<file path="config.mk">
export PLATFORM = sky130hd
export DESIGN_NAME = mmio_timeout_cpl_gen
export DESIGN_NICKNAME = d
export VERILOG_FILES = /design/src/rtl/prtcl_chkr_pkg.sv /design/src/rtl/cpl_hdr_builder.sv /design/src/rtl/mmio_timeout_cpl_gen.sv
export SDC_FILE = /design/constraint.sdc
export NUM_CORES = 1
export LEC_CHECK = 0
export ABC_AREA = 0
export CAP_MARGIN = 5
export CORE_AREA = 2 2 454 456
export DETAILED_ROUTE_END_ITERATION = 10
export DIE_AREA = 0 0 456 458
export DONT_BUFFER_PORTS = 1
export GPL_TIMING_DRIVEN = 0
export PLACE_DENSITY = 0.33
export SYNTH_ARGS = -nofsm -noshare
export SYNTH_HDL_FRONTEND = slang
export SYNTH_SLANG_ARGS = --single-unit
</file>
<file path="constraint.sdc">
create_clock -name clk -period 2.9 [get_ports clk]
set_input_delay 0.58 -clock clk [delete_from_list [all_inputs] [get_ports clk]]
set_output_delay 0.58 -clock clk [all_outputs]
set_load 0.005 [all_outputs]
</file>
<file path="src/rtl/prtcl_chkr_pkg.sv">
// Shared protocol-checker types: pending MMIO read info, the 3DW completion
// header layout and the completion-generator FSM states.
package prtcl_chkr_pkg;

  localparam int PCIE_TAG_WIDTH   = 10;
  localparam int PCIE_LEN_WIDTH   = 10;
  localparam int PCIE_REQID_WIDTH = 16;
  localparam int PCIE_ADDR_WIDTH  = 64;

  typedef struct packed {
    logic [PCIE_TAG_WIDTH-1:0]   tag;
    logic [PCIE_LEN_WIDTH-1:0]   dw0_len;
    logic [PCIE_REQID_WIDTH-1:0] requester_id;
    logic [PCIE_ADDR_WIDTH-1:0]  addr;
  } t_mmio_timeout_hdr_info;

  // DW0 sits in the low 32 bits, DW3 (unused for a 3DW header) in the top 32.
  typedef struct packed {
    logic [31:0]                 rsvd_dw3;
    logic [PCIE_REQID_WIDTH-1:0] requester_id;
    logic [7:0]                  tag_lo;
    logic                        rsvd_dw2;
    logic [6:0]                  lower_addr;
    logic [15:0]                 completer_id;
    logic [2:0]                  status;
    logic                        bcm;
    logic [11:0]                 byte_count;
    logic [2:0]                  fmt;
    logic [4:0]                  cpl_type;
    logic                        tag_9;
    logic [2:0]                  tc;
    logic                        tag_8;
    logic                        attr_hi;
    logic                        ln;
    logic                        th;
    logic                        td;
    logic                        ep;
    logic [1:0]                  attr;
    logic [1:0]                  at;
    logic [PCIE_LEN_WIDTH-1:0]   length;
  } t_cpl_hdr;

  localparam logic [2:0] CPL_FMT_NODATA = 3'b000;
  localparam logic [2:0] CPL_FMT_DATA   = 3'b010;
  localparam logic [4:0] CPL_TYPE       = 5'b01010;
  localparam logic [2:0] CPL_STS_SC     = 3'b000;
  localparam logic [2:0] CPL_STS_UR     = 3'b001;

  typedef enum logic [1:0] {
    CPL_IDLE,
    CPL_BUILD,
    CPL_SEND,
    CPL_ACK
  } t_cpl_gen_state;

endpackage

</file>
<file path="src/rtl/cpl_hdr_builder.sv">
// Combinational completion former: turns a pending read's info into a
// single-beat completion (header in tdata[127:0], payload from bit 128).
module cpl_hdr_builder
  import prtcl_chkr_pkg::*;
#(
  parameter int          TDATA_WIDTH      = 512,
  parameter logic [31:0] CPL_DATA_PATTERN = 32'hFFFF_FFFF,
  parameter logic [15:0] COMPLETER_ID     = 16'h0000,
  parameter int          MAX_CPL_DW       = 2
) (
  input  t_mmio_timeout_hdr_info   info,
  output logic [TDATA_WIDTH-1:0]   cpl_tdata
);

  t_cpl_hdr hdr;
  logic     with_data;
  logic     unused_addr_hi;

  assign unused_addr_hi = ^info.addr[PCIE_ADDR_WIDTH-1:7];

  // A zero length encodes 1024 DW, which is always beyond what we answer.
  assign with_data = (info.dw0_len != '0) &&
                     (info.dw0_len <= PCIE_LEN_WIDTH'(MAX_CPL_DW));

  always_comb begin
    hdr              = '0;
    hdr.fmt          = with_data ? CPL_FMT_DATA : CPL_FMT_NODATA;
    hdr.cpl_type     = CPL_TYPE;
    hdr.tag_9        = info.tag[9];
    hdr.tag_8        = info.tag[8];
    hdr.tag_lo       = info.tag[7:0];
    hdr.length       = with_data ? info.dw0_len : '0;
    hdr.completer_id = COMPLETER_ID;
    hdr.status       = with_data ? CPL_STS_SC : CPL_STS_UR;
    hdr.byte_count   = with_data ? {info.dw0_len, 2'b00} : 12'd4;
    hdr.requester_id = info.requester_id;
    hdr.lower_addr   = {info.addr[6:2], 2'b00};

    cpl_tdata        = '0;
    cpl_tdata[127:0] = hdr;
    for (int i = 0; i < MAX_CPL_DW; i++) begin
      if (with_data && (PCIE_LEN_WIDTH'(i) < info.dw0_len)) begin
        cpl_tdata[128 + 32*i +: 32] = CPL_DATA_PATTERN;
      end
    end
  end

endmodule

</file>
<file path="src/rtl/mmio_timeout_cpl_gen.sv">
// Synthesizes completions for timed-out MMIO reads and merges them into the
// AFU TX stream at packet boundaries; drops AFU packets while blocking.
module mmio_timeout_cpl_gen
  import prtcl_chkr_pkg::*;
#(
  parameter int          TDATA_WIDTH      = 512,
  parameter logic [31:0] CPL_DATA_PATTERN = 32'hFFFF_FFFF,
  parameter logic [15:0] COMPLETER_ID     = 16'h0000,
  parameter int          MAX_CPL_DW       = 2
) (
  input  logic                   clk,
  input  logic                   rst_n,
  input  logic                   i_next_pending_mmio_rdy,
  input  t_mmio_timeout_hdr_info i_mmio_timeout_info,
  input  logic                   i_blocking_traffic,
  output logic                   o_mmio_rd_rsp_ack,
  input  logic                   i_afu_tvalid,
  output logic                   o_afu_tready,
  input  logic [TDATA_WIDTH-1:0] i_afu_tdata,
  input  logic                   i_afu_tlast,
  output logic                   o_tx_tvalid,
  input  logic                   i_tx_tready,
  output logic [TDATA_WIDTH-1:0] o_tx_tdata,
  output logic                   o_tx_tlast,
  output logic [15:0]            o_cpl_gen_cnt
);

  t_cpl_gen_state         state_q, state_d;
  t_mmio_timeout_hdr_info info_q, info_d;
  logic                   afu_in_pkt_q, afu_in_pkt_d;
  logic                   drop_q, drop_d;
  logic                   cpl_in_reg_q, cpl_in_reg_d;
  logic                   tx_tvalid_q, tx_tvalid_d;
  logic                   tx_tlast_q, tx_tlast_d;
  logic [TDATA_WIDTH-1:0] tx_tdata_q, tx_tdata_d;
  logic                   ack_q, ack_d;
  logic [15:0]            cnt_q, cnt_d;

  logic                   out_load;
  logic                   drop_mode;
  logic                   afu_tready;
  logic                   afu_accept;
  logic [TDATA_WIDTH-1:0] cpl_tdata;

  cpl_hdr_builder #(
    .TDATA_WIDTH      (TDATA_WIDTH),
    .CPL_DATA_PATTERN (CPL_DATA_PATTERN),
    .COMPLETER_ID     (COMPLETER_ID),
    .MAX_CPL_DW       (MAX_CPL_DW)
  ) u_cpl_hdr_builder (
    .info      (info_q),
    .cpl_tdata (cpl_tdata)
  );

  assign out_load   = !tx_tvalid_q || i_tx_tready;
  // Drop decision is taken at the first beat and held for the whole packet.
  assign drop_mode  = afu_in_pkt_q ? drop_q : i_blocking_traffic;
  assign afu_accept = i_afu_tvalid && afu_tready;

  always_comb begin
    state_d      = state_q;
    info_d       = info_q;
    afu_in_pkt_d = afu_in_pkt_q;
    drop_d       = drop_q;
    cpl_in_reg_d = cpl_in_reg_q;
    tx_tvalid_d  = tx_tvalid_q;
    tx_tlast_d   = tx_tlast_q;
    tx_tdata_d   = tx_tdata_q;
    ack_d        = 1'b0;
    cnt_d        = cnt_q;
    afu_tready   = 1'b0;

    unique case (state_q)
      CPL_IDLE: begin
        afu_tready = drop_mode ? 1'b1 : out_load;
        if (out_load) begin
          tx_tvalid_d = i_afu_tvalid && !drop_mode;
          tx_tdata_d  = i_afu_tdata;
          tx_tlast_d  = i_afu_tlast;
        end
        if (i_next_pending_mmio_rdy && !afu_in_pkt_q && !(i_afu_tvalid && afu_tready)) begin
          info_d  = i_mmio_timeout_info;
          state_d = CPL_BUILD;
        end
      end
      CPL_BUILD: begin
        if (out_load) begin
          tx_tvalid_d  = 1'b1;
          tx_tdata_d   = cpl_tdata;
          tx_tlast_d   = 1'b1;
          cpl_in_reg_d = 1'b1;
        end
        state_d = CPL_SEND;
      end
      CPL_SEND: begin
        // Completion may still be waiting behind a stalled AFU beat.
        if (cpl_in_reg_q) begin
          if (tx_tvalid_q && i_tx_tready) begin
            tx_tvalid_d  = 1'b0;
            cpl_in_reg_d = 1'b0;
            ack_d        = 1'b1;
            state_d      = CPL_ACK;
          end
        end else if (out_load) begin
          tx_tvalid_d  = 1'b1;
          tx_tdata_d   = cpl_tdata;
          tx_tlast_d   = 1'b1;
          cpl_in_reg_d = 1'b1;
        end
      end
      CPL_ACK: begin
        if (cnt_q != 16'hFFFF) begin
          cnt_d = cnt_q + 16'd1;
        end
        state_d = CPL_IDLE;
      end
      default: state_d = CPL_IDLE;
    endcase

    if (afu_accept) begin
      afu_in_pkt_d = !i_afu_tlast;
      if (!afu_in_pkt_q) begin
        drop_d = i_blocking_traffic;
      end
    end
  end

  always_ff @(posedge clk or negedge rst_n) begin
    if (!rst_n) begin
      state_q      <= CPL_IDLE;
      info_q       <= '0;
      afu_in_pkt_q <= 1'b0;
      drop_q       <= 1'b0;
      cpl_in_reg_q <= 1'b0;
      tx_tvalid_q  <= 1'b0;
      tx_tlast_q   <= 1'b0;
      tx_tdata_q   <= '0;
      ack_q        <= 1'b0;
      cnt_q        <= '0;
    end else begin
      state_q      <= state_d;
      info_q       <= info_d;
      afu_in_pkt_q <= afu_in_pkt_d;
      drop_q       <= drop_d;
      cpl_in_reg_q <= cpl_in_reg_d;
      tx_tvalid_q  <= tx_tvalid_d;
      tx_tlast_q   <= tx_tlast_d;
      tx_tdata_q   <= tx_tdata_d;
      ack_q        <= ack_d;
      cnt_q        <= cnt_d;
    end
  end

  assign o_afu_tready      = afu_tready;
  assign o_tx_tvalid       = tx_tvalid_q;
  assign o_tx_tdata        = tx_tdata_q;
  assign o_tx_tlast        = tx_tlast_q;
  assign o_mmio_rd_rsp_ack = ack_q;
  assign o_cpl_gen_cnt     = cnt_q;

endmodule
</file>
======== Yosys cells after proc, flatten, opt, wreduce, memory -nomap -nowiden ========
Cells that the tools add are included.
operators by class
  order comparisons ....................... 3
  reductions and logical operators ........ 25
  add/subtract/negate cells ............... 1
  eq/ne operators ......................... 11
  mux-type cells .......................... 34
operator list
  operator                 count
  $mux W512                3
  $pmux W512 S3            1
  $mux W32                 2
  $lt A1 B10 Y1 const A    2
  $mux W1                  18
  $add A16 B1 Y16 const B  1
  $ne A16 B16 Y1 const B   1
  $mux W12                 1
  $ne A2 B2 Y1 const B     6
  $le A10 B2 Y1 const B    1
  $mux W10                 1
  $reduce_bool A10 Y1      1
  $logic_and A1 B1 Y1      9
  $reduce_and A3 Y1        3
  $mux W2                  4
  $pmux W2 S4              1
  $pmux W1 S3              2
  $reduce_and A2 Y1        3
  $logic_not A1 Y1         5
  $eq A2 B2 Y1 const B     2
  $ne A3 B3 Y1 const B     1
  $reduce_bool A3 Y1       1
  $eq A2 B1 Y1 const B     1
  $logic_not A2 Y1         1
  other kinds (3)          3
storage, ports and cells
  bits in registers ....................... 579

======== Logic depth before layout (Yosys ltp) ========
  word-level depth ........................ 8
  gate-level depth with buffers ........... 9

======== Hierarchy ========
From an unflattened synthesis, not the netlist that was laid out.
unflattened totals
  cell total of the unflattened synthesis .. 2,505
  area total of the unflattened synthesis .. 33,833.7 um^2
by module, submodules not included
  module                area an instance (um^2)  instances  cells each
  mmio_timeout_cpl_gen  29,938.7                 1          1,986
  cpl_hdr_builder       3,895.0                  1          519

======== Worst setup path before layout ========
OpenSTA, ideal clock, no wires.
  path kind ............................... reg-to-reg
  start ................................... register state_q[0]
  end ..................................... register tx_tdata_q[129], in the netlist o_tx_tdata[129]
  library setup time ...................... 126 ps
  path slack .............................. 968 ps
  data arrival time ....................... 1,806 ps
  stages on the path, launching flop included .. 9
  path buffers ............................ 2
  period minus slack after synthesis ...... 1,932 ps
  cells stage by stage .................... dfrtp_1 -> inv_1 -> ha_1 -> a21oi_2 -> o21ai_2 -> buf_2 -> a41oi_2 -> buf_2 -> a21oi_1
on the way
  longest elaborated chain between the ends .. 3
  elaborated cells between the ends (all ways) .. 8
ends and longest elaborated chain
  item                                                          line                         text
  from (decl)                                                   mmio_timeout_cpl_gen.sv:28   t_cpl_gen_state state_q, state_d;
  from (signal assigned)                                        mmio_timeout_cpl_gen.sv:141  state_q <= state_d;
  $eq A2 B2 Y1, or another cell as far along                    mmio_timeout_cpl_gen.sv:73   unique case (state_q)
  $ne A2 B2 Y1 (no line) or $reduce_bool A3 Y1 (tied branches)  --
  $reduce_and A3 Y1 (no line)                                   --
  to (signal assigned)                                          mmio_timeout_cpl_gen.sv:148  tx_tdata_q <= tx_tdata_d;
  to (decl)                                                     mmio_timeout_cpl_gen.sv:35   logic [TDATA_WIDTH-1:0] tx_tdata_q, tx_tdata_d;
Several ways; a longest one is shown, not always the timed one.
A chain may end at the register's enable or synchronous reset.

======== Final worst setup path ========
  start ................................... register state_q[0]
  end ..................................... register tx_tdata_q[425], in the netlist o_tx_tdata[425]
The elaborated chain is that of the path after synthesis.

==> results.json <==
{
  "fmax_mhz": 371,
  "clock_latency_ns": 0.67,
  "vdd_drop_max_mv": 0.743,
  "ys_seq_elements": 577,
  "grt_pass1_vias": 18342,
  "synth_fp_nets": 2230,
  "start_kind": "flop",
  "relSlewSlack": -0.251,
  "drv_slew": 115,
  "ys_types": 48,
  "postSynth.asyncResetShare": 1.00,
  "finalCritPeriodShare": 0.929,
  "drtIter0Drc": 1138,
  "synth.top_cell.area_share": 0.663,
  "power.density_mw_per_mm2": 1310,
  "antenna_found_initial": 24,
  "cts_buffers": 76,
  "setup_tns_ns": 0,
  "area_growth_pct": 52.0,
  "viasPerCell": 3.43,
  "hold-worst-slack_ns": -0.397,
  "synth_common_cells": "577 x dfrtp_1, 395 x a22o_1, 76 x a21oi_1",
  "synth_cells": 1604,
  "synthFlopType": "dfrtp_1",
  "cts_tree": "yes",
  "cts_max_level": 3,
  "nets": 2831,
  "rsz0062_at_grt": "no",
  "hold_buffers": 515,
  "syn_area_mm2": 0.0218,
  "cts_buffer_depth": 3,
  "grt_use_total": 0.113,
  "cts.sinks": 577,
  "n_fill_cell": 22556,
  "worst_pin_slew_ns": 1.88,
  "dieArea_mm2": 0.209,
  "finalWeightedCongestion": 0.867,
  "syn_avg_cell_area_um2": 13.6,
  "cts_root_buffer": "clkbuf_16",
  "outcome": "finished with violations",
  "ys_warn_count": 0,
  "grt_pass1_wl_um": 165000,
  "cap_violations": 0,
  "setup_viol": 0,
  "yosysMostFrequentCell": "dfrtp_1",
  "end_kind": "flop",
  "ys_seq_area_frac": 0.663,
  "required_ns": 3.50,
  "hold_viol_final": 472,
  "grt_max_degree": 578,
  "io_buffers": 0,
  "worstPathArrival_ns": 3.29,
  "core_mm2": 0.204,
  "hp-class": "in2async",
  "wl_per_cell_um": 24.6,
  "dpl.hpwl_um": 93600,
  "p_leak_nw": 14.2,
  "fp-row-count": 166,
  "cts.clk_slew.worst_paths_ns": 0.06,
  "min_period_ns": 2.69,
  "power.total_mw": 43.3,
  "die_h_um": 458,
  "num_vias": 17028,
  "violations": "negative hold slack, max-slew violations",
  "synth_edf_count": 0,
  "detail-route-antenna-nets": 0,
  "ioPinCount": 1151,
  "drive_gt1_frac": 0.119,
  "routed_wl_um": 122000,
  "synth_area_leaders": "dfrtp_1 66%, a22o_1 16%, mux2_4 2.8%",
  "grt-ovfl-total": 0,
  "first_pass_iters": 5,
  "cp_max_fo": 10,
  "fin_worst_skew_ns": 0.0272,
  "synth_top_cell_by_area": "dfrtp_1",
  "die_x_um": 456,
  "critical_path_class": "reg2reg",
  "drc": 0,
  "r2r_cells": 8,
  "initial_core_util": 0.107
}
[cell usage in the layout, fill, tap and decap left out, types with 4 or more instances in the layout]
master | synthesis | layout
nand3b_1 | 17 | 17
ha_1 | 7 | 7
nand2_1 | 72 | 72
nand3_1 | 13 | 13
clkinv_2 | 0 | 6
inv_6 | 0 | 4
clkbuf_8 | 0 | 15
xnor2_1 | 12 | 12
bufinv_16 | 0 | 5
clkbuf_1 | 47 | 54
clkbuf_2 | 0 | 9
a22o_1 | 395 | 395
diode_2 | 0 | 17
mux2i_1 | 32 | 28
and4_1 | 4 | 4
nand4_1 | 7 | 7
buf_1 | 15 | 9
nand2b_1 | 70 | 70
nor2_1 | 74 | 73
mux2i_2 | 0 | 4
dlygate4sd3_1 | 0 | 515
mux2_4 | 40 | 40
buf_6 | 4 | 8
dfrtp_1 | 577 | 576
clkinvlp_4 | 0 | 6
a21oi_1 | 76 | 75
buf_2 | 60 | 54
clkbuf_16 | 0 | 78
clkbuf_4 | 0 | 4
buf_4 | 4 | 10
o21ai_1 | 31 | 31
and3_1 | 6 | 6
[per-layer routing]
metal | part of all wire | vias up | wire length (um) | track usage
li1 | - | 7143 | - | -
met5 | 0.00036 | - | 44 | 0
met3 | 0.081 | 189 | 9930 | 0.0409
met2 | 0.50 | 813 | 61600 | 0.195
met1 | 0.38 | 8875 | 46000 | 0.126
met4 | 0.038 | 8 | 4700 | 0.0457
[repair_timing]
| item | in CTS | in global routing |
|---|---|---|
| buffers inserted | 7 | 0 |
| gates cloned | 0 | 0 |
| resized for setup | 34 | 16 |
| hold endpoints to repair | 1093 | 577 |
| endpoints found under the setup margin | 509 | 112 |
| pin swaps | 1 | 0 |
[final timing paths]
kind	endpoint	start	slack [ns]
worst max register to register	o_tx_tdata[425]	state_q[0]	0.21
min in group clk	o_tx_tdata[159]	i_afu_tdata[159]	0.10
worst max-delay path	o_tx_tdata[425]	state_q[0]	0.21
worst min-delay path	o_tx_tdata[175]	rst_n	-0.40
max in group asynchronous	o_tx_tdata[264]	rst_n	1.80
worst min register to register	info_q[91]	info_q[91]	0.50
[kinds of logic after synthesis]
group | share of synthesized area
flops | 0.663
compound gates | 0.190
simple gates | 0.0646
buf+inv | 0.0284
mux | 0.0443
xor+xnor | 0.00563
fa+ha+maj | 0.00402
[registers in the layout, indices dropped and copies added (netlist names)]
signal	count
info_q	41
o_tx_tvalid	1
o_tx_tdata	512
afu_in_pkt_q	1
o_cpl_gen_cnt	16
drop_q	1
o_mmio_rd_rsp_ack	1
o_tx_tlast	1
cpl_in_reg_q	1
state_q	2
[layout make-up]
type	instances	area, um2	share of cell area
Sequential cell	577	14400	0.436
Multi-Input combinational cell	894	6770	0.205
Timing Repair Buffer	523	5250	0.159
Tap cell	2688	3360	0.102
Clock buffer	109	2220	0.0670
Buffer	130	682	0.0206
Clock inverter	26	327	0.00986
Antenna cell	17	42.5	0.00128
Inverter	3	11.3	0.000340
[through the flow]
| step | worst slack (ns) | instances | util | instance area, um2 |
|---|---|---|---|---|
| floorplan | 0.968 | 1604 | - | 21800 |
| global placement | -1.25 | 4292 | 0.123 | 25100 |
| detailed placement | -1.26 | 4292 | 0.123 | 25100 |
| CTS | 0.000942 | 4949 | 0.162 | 33000 |
| global route | 0.00796 | 4962 | 0.162 | 33100 |
| finish | 0.206 | 4967 | 0.163 | 33100 |
[critical path, cell delays in order, from the launching register on]
cell and delay, ns:
dfrtp_1 0.40, inv_1 0.11, ha_1 0.41, nor2_2 0.09
o21ai_4 0.19, buf_4 0.21, buf_2 0.35, buf_1 0.59
a22o_1 0.23
[where the power goes]
part	internal, mW	switching [mW]
Combinational	7.16	10.7
Sequential	11.6	4.15
Clock	5.78	4.03
Note: power is estimated with default switching activity, not from simulation.
